### src/rtl/part_arb3_ctrl.sv
// Three-channel FIFO-buffered round-robin merger onto one registered valid/ready stream.
// Optional macro PART_ARB3_SRC_TAG_EN adds o_src, the granted channel index loaded with o_data.
module part_arb3_ctrl #(
    parameter int DW    = 9,
    parameter int DEPTH = 4,
    localparam int AW   = $clog2(DEPTH)
) (
    input  logic          i_clk,
    input  logic          i_rst,
    input  logic          wen0,
    input  logic          wen1,
    input  logic          wen2,
    input  logic [DW-1:0] i_data0,
    input  logic [DW-1:0] i_data1,
    input  logic [DW-1:0] i_data2,
    input  logic          i_ready,
    output logic          o_valid,
    output logic [DW-1:0] o_data,
    output logic [2:0]    o_full,
    output logic [2:0]    o_ovf,
`ifdef PART_ARB3_SRC_TAG_EN
    output logic [1:0]    o_src,
`endif
    output logic          o_busy
);
    // Handshake: a word transfers on a rising edge where o_valid && i_ready; o_valid/o_data
    // stay stable while o_valid && !i_ready, and o_valid never depends combinationally on i_ready.
    localparam logic [0:0]  ST_EMPTY = 1'b0;
    localparam logic [0:0]  ST_VALID = 1'b1;
    localparam logic [AW:0] FULL_CNT = (AW+1)'(DEPTH);

    logic [DW-1:0] wdata [3];
    logic [DW-1:0] mem_q [3][DEPTH];
    logic [AW-1:0] wr_ptr_q [3];
    logic [AW-1:0] rd_ptr_q [3];
    logic [AW:0]   cnt_q [3];
    logic [AW:0]   cnt_d [3];
    logic [2:0]    full_q, ovf_q;
    logic [2:0]    wen_v, push, pop, nonempty;
    logic [1:0]    cand [3];
    logic [1:0]    last_q, last_d, grant;
    logic [0:0]    state_q, state_d;
    logic [DW-1:0] data_q, data_d;
    logic          busy_q, busy_d;
    logic          load, found;

    assign wdata[0] = i_data0;
    assign wdata[1] = i_data1;
    assign wdata[2] = i_data2;

    always_comb begin
        wen_v = {wen2, wen1, wen0};
        load  = (state_q == ST_EMPTY) || i_ready;
        for (int n = 0; n < 3; n++) begin
            nonempty[n] = (cnt_q[n] != '0);
            push[n]     = wen_v[n] && !full_q[n];
        end
        // Search order after the last grant: last+1, last+2, last (mod 3).
        cand[0] = (last_q == 2'd2) ? 2'd0 : last_q + 2'd1;
        cand[1] = (last_q == 2'd0) ? 2'd2 : last_q - 2'd1;
        cand[2] = last_q;
        found = 1'b0;
        grant = last_q;
        for (int k = 0; k < 3; k++) begin
            if (!found && nonempty[cand[k]]) begin
                found = 1'b1;
                grant = cand[k];
            end
        end
        pop = '0;
        if (load && found) pop[grant] = 1'b1;
        state_d = state_q;
        data_d  = data_q;
        last_d  = last_q;
        if (load) begin
            if (found) begin
                state_d = ST_VALID;
                data_d  = mem_q[grant][rd_ptr_q[grant]];
                last_d  = grant;
            end else begin
                state_d = ST_EMPTY;
            end
        end
        busy_d = (state_d == ST_VALID);
        for (int n = 0; n < 3; n++) begin
            cnt_d[n] = cnt_q[n] + {{AW{1'b0}}, push[n]} - {{AW{1'b0}}, pop[n]};
            if (cnt_d[n] != '0) busy_d = 1'b1;
        end
    end

    always_ff @(posedge i_clk) begin
        if (i_rst) begin
            for (int n = 0; n < 3; n++) begin
                wr_ptr_q[n] <= '0;
                rd_ptr_q[n] <= '0;
                cnt_q[n]    <= '0;
            end
            full_q  <= '0;
            ovf_q   <= '0;
            state_q <= ST_EMPTY;
            data_q  <= '0;
            last_q  <= 2'd2;
            busy_q  <= 1'b0;
        end else begin
            for (int n = 0; n < 3; n++) begin
                if (push[n]) wr_ptr_q[n] <= wr_ptr_q[n] + 1'b1;
                if (pop[n])  rd_ptr_q[n] <= rd_ptr_q[n] + 1'b1;
                cnt_q[n]  <= cnt_d[n];
                full_q[n] <= (cnt_d[n] == FULL_CNT);
            end
            ovf_q   <= ovf_q | (wen_v & full_q);
            state_q <= state_d;
            data_q  <= data_d;
            last_q  <= last_d;
            busy_q  <= busy_d;
        end
    end

    always_ff @(posedge i_clk) begin
        for (int n = 0; n < 3; n++) begin
            if (push[n] && !i_rst) mem_q[n][wr_ptr_q[n]] <= wdata[n];
        end
    end

`ifdef PART_ARB3_SRC_TAG_EN
    logic [1:0] src_q;
    always_ff @(posedge i_clk) begin
        if (i_rst) begin
            src_q <= '0;
        end else if (load && found) begin
            src_q <= grant;
        end
    end
    assign o_src = src_q;
`endif

    assign o_valid = (state_q == ST_VALID);
    assign o_data  = data_q;
    assign o_full  = full_q;
    assign o_ovf   = ovf_q;
    assign o_busy  = busy_q;

endmodule

### config.mk
export PLATFORM = sky130hd
export DESIGN_NAME = part_arb3_ctrl
export DESIGN_NICKNAME = d
export VERILOG_FILES = /design/src/rtl/part_arb3_ctrl.sv
export SDC_FILE = /design/constraint.sdc
export NUM_CORES = 1
export LEC_CHECK = 0
export CELL_PAD_IN_SITES_DETAIL_PLACEMENT = 2
export CELL_PAD_IN_SITES_GLOBAL_PLACEMENT = 2
export CORE_MARGIN = 5
export CORE_UTILIZATION = 44
export DETAILED_ROUTE_END_ITERATION = 7
export MAX_ROUTING_LAYER = met4
export PLACE_DENSITY_LB_ADDON = 0.12
export SLEW_MARGIN = 20
export SYNTH_ARGS = -nofsm -noshare
export SYNTH_HDL_FRONTEND = slang
export SYNTH_SLANG_ARGS = --single-unit
### constraint.sdc
create_clock -name i_clk -period 6.8 [get_ports i_clk]
set_input_delay 1.36 -clock i_clk [delete_from_list [all_inputs] [get_ports i_clk]]
set_output_delay 1.36 -clock i_clk [all_outputs]
set_load 0.005 [all_outputs]
==> metrics.md <==
| Metric | Value |
|---|---|
| Vias per Instance | `5.64` |
| Wire length after detailed routing | `18,100 um` |
| Site Rows | `44` |
| Nature of the critical path startpoint | `register` |
| Critical Path RT | `between 7000 and 8000 ps` |
| Count of antenna diodes in the layout | `0` |
| Post-Layout Cell Count | `726` |
| Fmax | `roughly 0.2 GHz` |
| Synth Register Bits | `about 150` |
| Post-route fraction of the period consumed by the critical path | `0.746` |
| # placed instances | `~700` |
| Input/output buffers | `49` |
| Clock net sink count | `148` |
| Die ar. | `~17,000 um^2` |
| Leading cell type in the layout, fill and taps excluded | `sky130_fd_sc_hd__edfxtp_1` |
| Clock tree buffer depth | `2` |
| Initial antenna violation count | `0` |
| Final net count | `about 590` |
| Area of the placeable core | `14,500 um^2` |
| Post-DP HPWL | `around 13,000 um` |
| Measured slew at the worst slew-check pin | `between 1000 and 1500 ps` |
| Final max-slew violation count | `0` |
| FF+latch area | `between 4000 and 5000 um^2` |
| Classification of the worst setup path | `reg -> reg` |
| H-tree depth reported by CTS | `4` |
| Unrepaired setup endpoints after global routing | `false` |
| Vert. Die Dim | `approximately 130 um` |
| Number of resized instances in the post-cts repair step | `0` |
| Top_reg_cell synth | `sky130_fd_sc_hd__edfxtp_1` |
| Worst min path class | `reg -> reg` |
| Maximum capacitance violations | `0` |
| Synth Instances | `480` |
| Global route overflow | `0` |
| Pre-Repair DR Iteration Count | `4` |
| Critical Path Max Stage Delay | `~900 ps` |
| Leakage | `about 0.0027 uW` |
| Post-synthesis cell area | `roughly 6500 um^2` |
| CTS Hold Bufs | `0` |
| Area delta synth->final | `18.4%` |
| Leading cell types by total area after synthesis | `sky130_fd_sc_hd__edfxtp_1 (55%), sky130_fd_sc_hd__dfxtp_1 (8.6%), sky130_fd_sc_hd__mux2i_1 (5.1%), sky130_fd_sc_hd__ha_1 (4.0%), sky130_fd_sc_hd__nor2_1 (2.4%)` |
| Post-detailed-route DRC marker count | `0` |
| Clock slew at the register clock pins of the worst setup and hold paths | `around 60 ps` |
| Post-detailed-route wirelength per cell | `around 25 um` |
| Worst path slowest cell | `sky130_fd_sc_hd__nor2_1` |
| Final-layout setup total negative slack | `0 ps` |
| Filler Cells Inserted | `between 1,000 and 1,500` |
| Setup clock skew after layout | `around 11 ps` |
| Most area-hungry cell type in the Yosys netlist | `sky130_fd_sc_hd__edfxtp_1` |
| Clock tree from TritonCTS | `yes` |
| Clock insertion delay at the later pin of the skew report | `~430 ps` |
| Number of enable flip-flop cells after synthesis | `120` |
| Area of the multi-input gates | `about 2100 um^2` |
| Number of endpoints with negative hold slack in the final report | `0` |
| DRT antenna net count | `0` |
| Asr flop ratio synth | `0` |
| Master cell of the clock root buffer | `sky130_fd_sc_hd__clkbuf_16` |
| Synthesized area divided by synthesized cell count | `13.5 um^2` |
| Share of layout cells above drive strength 1 | `0.107` |
| Cell Chain, Critical Path | `inv_1 > ha_1 > nand2b_1 > nor2_1 > nor2_1 > nand3_1 > a211oi_2 > nor2_1 > nand3_1 > inv_1 > ha_1 > inv_1 > ha_1 > fa_1 > nor4_1 > a31oi_1 > or4_1` |
| Max FO, Critical Path | `16` |
| Post-layout min period | `5070 ps` |
| Effective utilization at floorplan | `0.447` |
| Cell class contributing the biggest share of worst-path delay | `simple AND/OR/NAND/NOR gates` |
| First-pass GRT wire length | `approximately 28,000 um` |
| Largest net degree at the start of global routing | `28` |
| Starting DRC count in detailed routing | `between 300 and 400` |
| Net count of the mapped netlist | `537` |
| Sequential fraction of the synthesis area | `0.640` |
| Setup-failing EPs final | `0` |
| Run status | `completed` |
| Highest-count cells in the layout ignoring fill and taps | `sky130_fd_sc_hd__edfxtp_1 (120), sky130_fd_sc_hd__clkdlybuf4s50_1 (49), sky130_fd_sc_hd__nor2_1 (41)` |
| Relative slew slack | `0.232` |
| Number of placed I/O pins | `50` |
| Arr. time, crit path | `5370 ps` |
| Instance area at placement | `7140 um^2` |
| Combined global-route utilization of all metal layers | `0.222` |
| Cell Pwr Density | `498 nW/um^2` |
| Bufs and invs on worst path | `3` |
| Critical path capture point type | `register` |
| Worst voltage drop across the vdd grid | `0.000239 V` |
| Number of global-route vias before repair | `~4,600` |
| Yosys top cell area share | `0.554` |
| Last weighted congestion value of the routability-driven placer | `0.881` |
| Post-CTS setup buffer count | `0` |
| Via total after detailed routing | `roughly 4,000` |
| Design area | `7700 um^2` |
| Number of buffers added by the clock tree synthesis step | `17` |
| Yosys warns | `0` |
| Distinct cell type count of the synthesized netlist | `55` |
| DIE WIDTH | `about 130 um` |
where the power goes:
part,internal (uW),leakage [uW],switching (uW)
Combinational,678,0.00113,1010
Sequential,1110,0.00134,143
Clock,506,0.000255,390
synthesized netlist by cell type (2+ instances only):
master	count
sky130_fd_sc_hd__edfxtp_1	120
sky130_fd_sc_hd__nor2_1	41
sky130_fd_sc_hd__mux2i_1	33
sky130_fd_sc_hd__dfxtp_1	28
sky130_fd_sc_hd__nand2_1	25
sky130_fd_sc_hd__inv_1	24
sky130_fd_sc_hd__ha_1	21
sky130_fd_sc_hd__and2_1	15
sky130_fd_sc_hd__o21ai_0	15
sky130_fd_sc_hd__clkbuf_1	13
sky130_fd_sc_hd__nand3_1	12
sky130_fd_sc_hd__nand2b_1	11
sky130_fd_sc_hd__nor2b_1	10
sky130_fd_sc_hd__a21oi_1	9
sky130_fd_sc_hd__xnor2_1	9
sky130_fd_sc_hd__a311oi_1	6
sky130_fd_sc_hd__a211oi_1	5
sky130_fd_sc_hd__and3_1	5
sky130_fd_sc_hd__buf_2	5
sky130_fd_sc_hd__nor4_1	5
sky130_fd_sc_hd__a211o_1	4
sky130_fd_sc_hd__mux4_2	4
sky130_fd_sc_hd__nand4_1	4
sky130_fd_sc_hd__o2111ai_1	4
sky130_fd_sc_hd__a221o_1	3
sky130_fd_sc_hd__a31oi_1	3
sky130_fd_sc_hd__buf_6	3
sky130_fd_sc_hd__fa_1	3
sky130_fd_sc_hd__mux2_2	3
sky130_fd_sc_hd__o22ai_1	3
sky130_fd_sc_hd__or2_2	3
sky130_fd_sc_hd__a31o_2	2
sky130_fd_sc_hd__nor3_1	2
sky130_fd_sc_hd__o21a_1	2
sky130_fd_sc_hd__o21ai_1	2
sky130_fd_sc_hd__o21bai_1	2
sky130_fd_sc_hd__or3_1	2
sky130_fd_sc_hd__or3_4	2
tightest hold or removal path, cell delays in order, from the launching register on:
cell and delay (ps):
sky130_fd_sc_hd__dfxtp_1 330, sky130_fd_sc_hd__a21oi_1 50, sky130_fd_sc_hd__nor2_1 70
final cells by class:
type	count	area share
Sequential cell	148	0.541
Multi-Input combinational cell	286	0.278
Timing Repair Buffer	52	0.0666
Clock buffer	18	0.0557
Tap cell	184	0.0299
Clock inverter	14	0.0169
Inverter	24	0.0117
stage by stage:
step	util	hold WS [ps]	setup WS (ps)	power (uW)
2_1_floorplan	-	460	2900	2390
3_3_place_gp	0.491	447	1910	2820
3_5_place_dp	0.491	474	1720	2910
4_1_cts	0.530	491	1730	3870
5_1_grt	0.530	529	1420	4060
6_report	0.530	481	1730	3830
cell families after synthesis:
group / Yosys count / synth area share
multiplexers: 41 / 0.0733
buffers and inverters: 46 / 0.0310
XOR/XNOR: 9 / 0.0121
AO/OA/AOI/OAI: 70 / 0.0810
flip-flops: 148 / 0.640
adder cells (fa/ha/maj): 24 / 0.0497
AND/OR/NAND/NOR: 142 / 0.112
path summary, 6_finish.rpt:
| path | endpoint | depth (start not counted) | slack [ps] | from |
|---|---|---|---|---|
| max | o_busy$_SDFF_PP0_ | 17 | 1730 | last_q[1]$_SDFFE_PP1N_ |
| min | o_ovf[1]$_SDFF_PP0_ | 2 | 480 | o_ovf[1]$_SDFF_PP0_ |
| max reg2reg | o_busy$_SDFF_PP0_ | 17 | 1730 | last_q[1]$_SDFFE_PP1N_ |
| min reg2reg | o_ovf[1]$_SDFF_PP0_ | 2 | 480 | o_ovf[1]$_SDFF_PP0_ |
routing by layer:
layer	GRT usage	vias to the layer above	part of all wire	wire, um
met5	-	-	0	0
met4	0.0617	0	0.015	278
met3	0.0512	19	0.056	1010
met2	0.355	118	0.49	8960
met1	0.285	2086	0.43	7880
li1	-	1874	-	-
registers in the layout (all words and copies together) (netlist names):
| signal | cells |
|---|---|
| wr_ptr_q | 6 |
| cnt_q | 9 |
| rd_ptr_q | 6 |
| o_busy | 1 |
| o_ovf | 3 |
| last_q | 2 |
| o_full | 3 |
| mem_q | 108 |
| o_valid | 1 |
| o_data | 9 |
(Power assumes the default switching activity.)
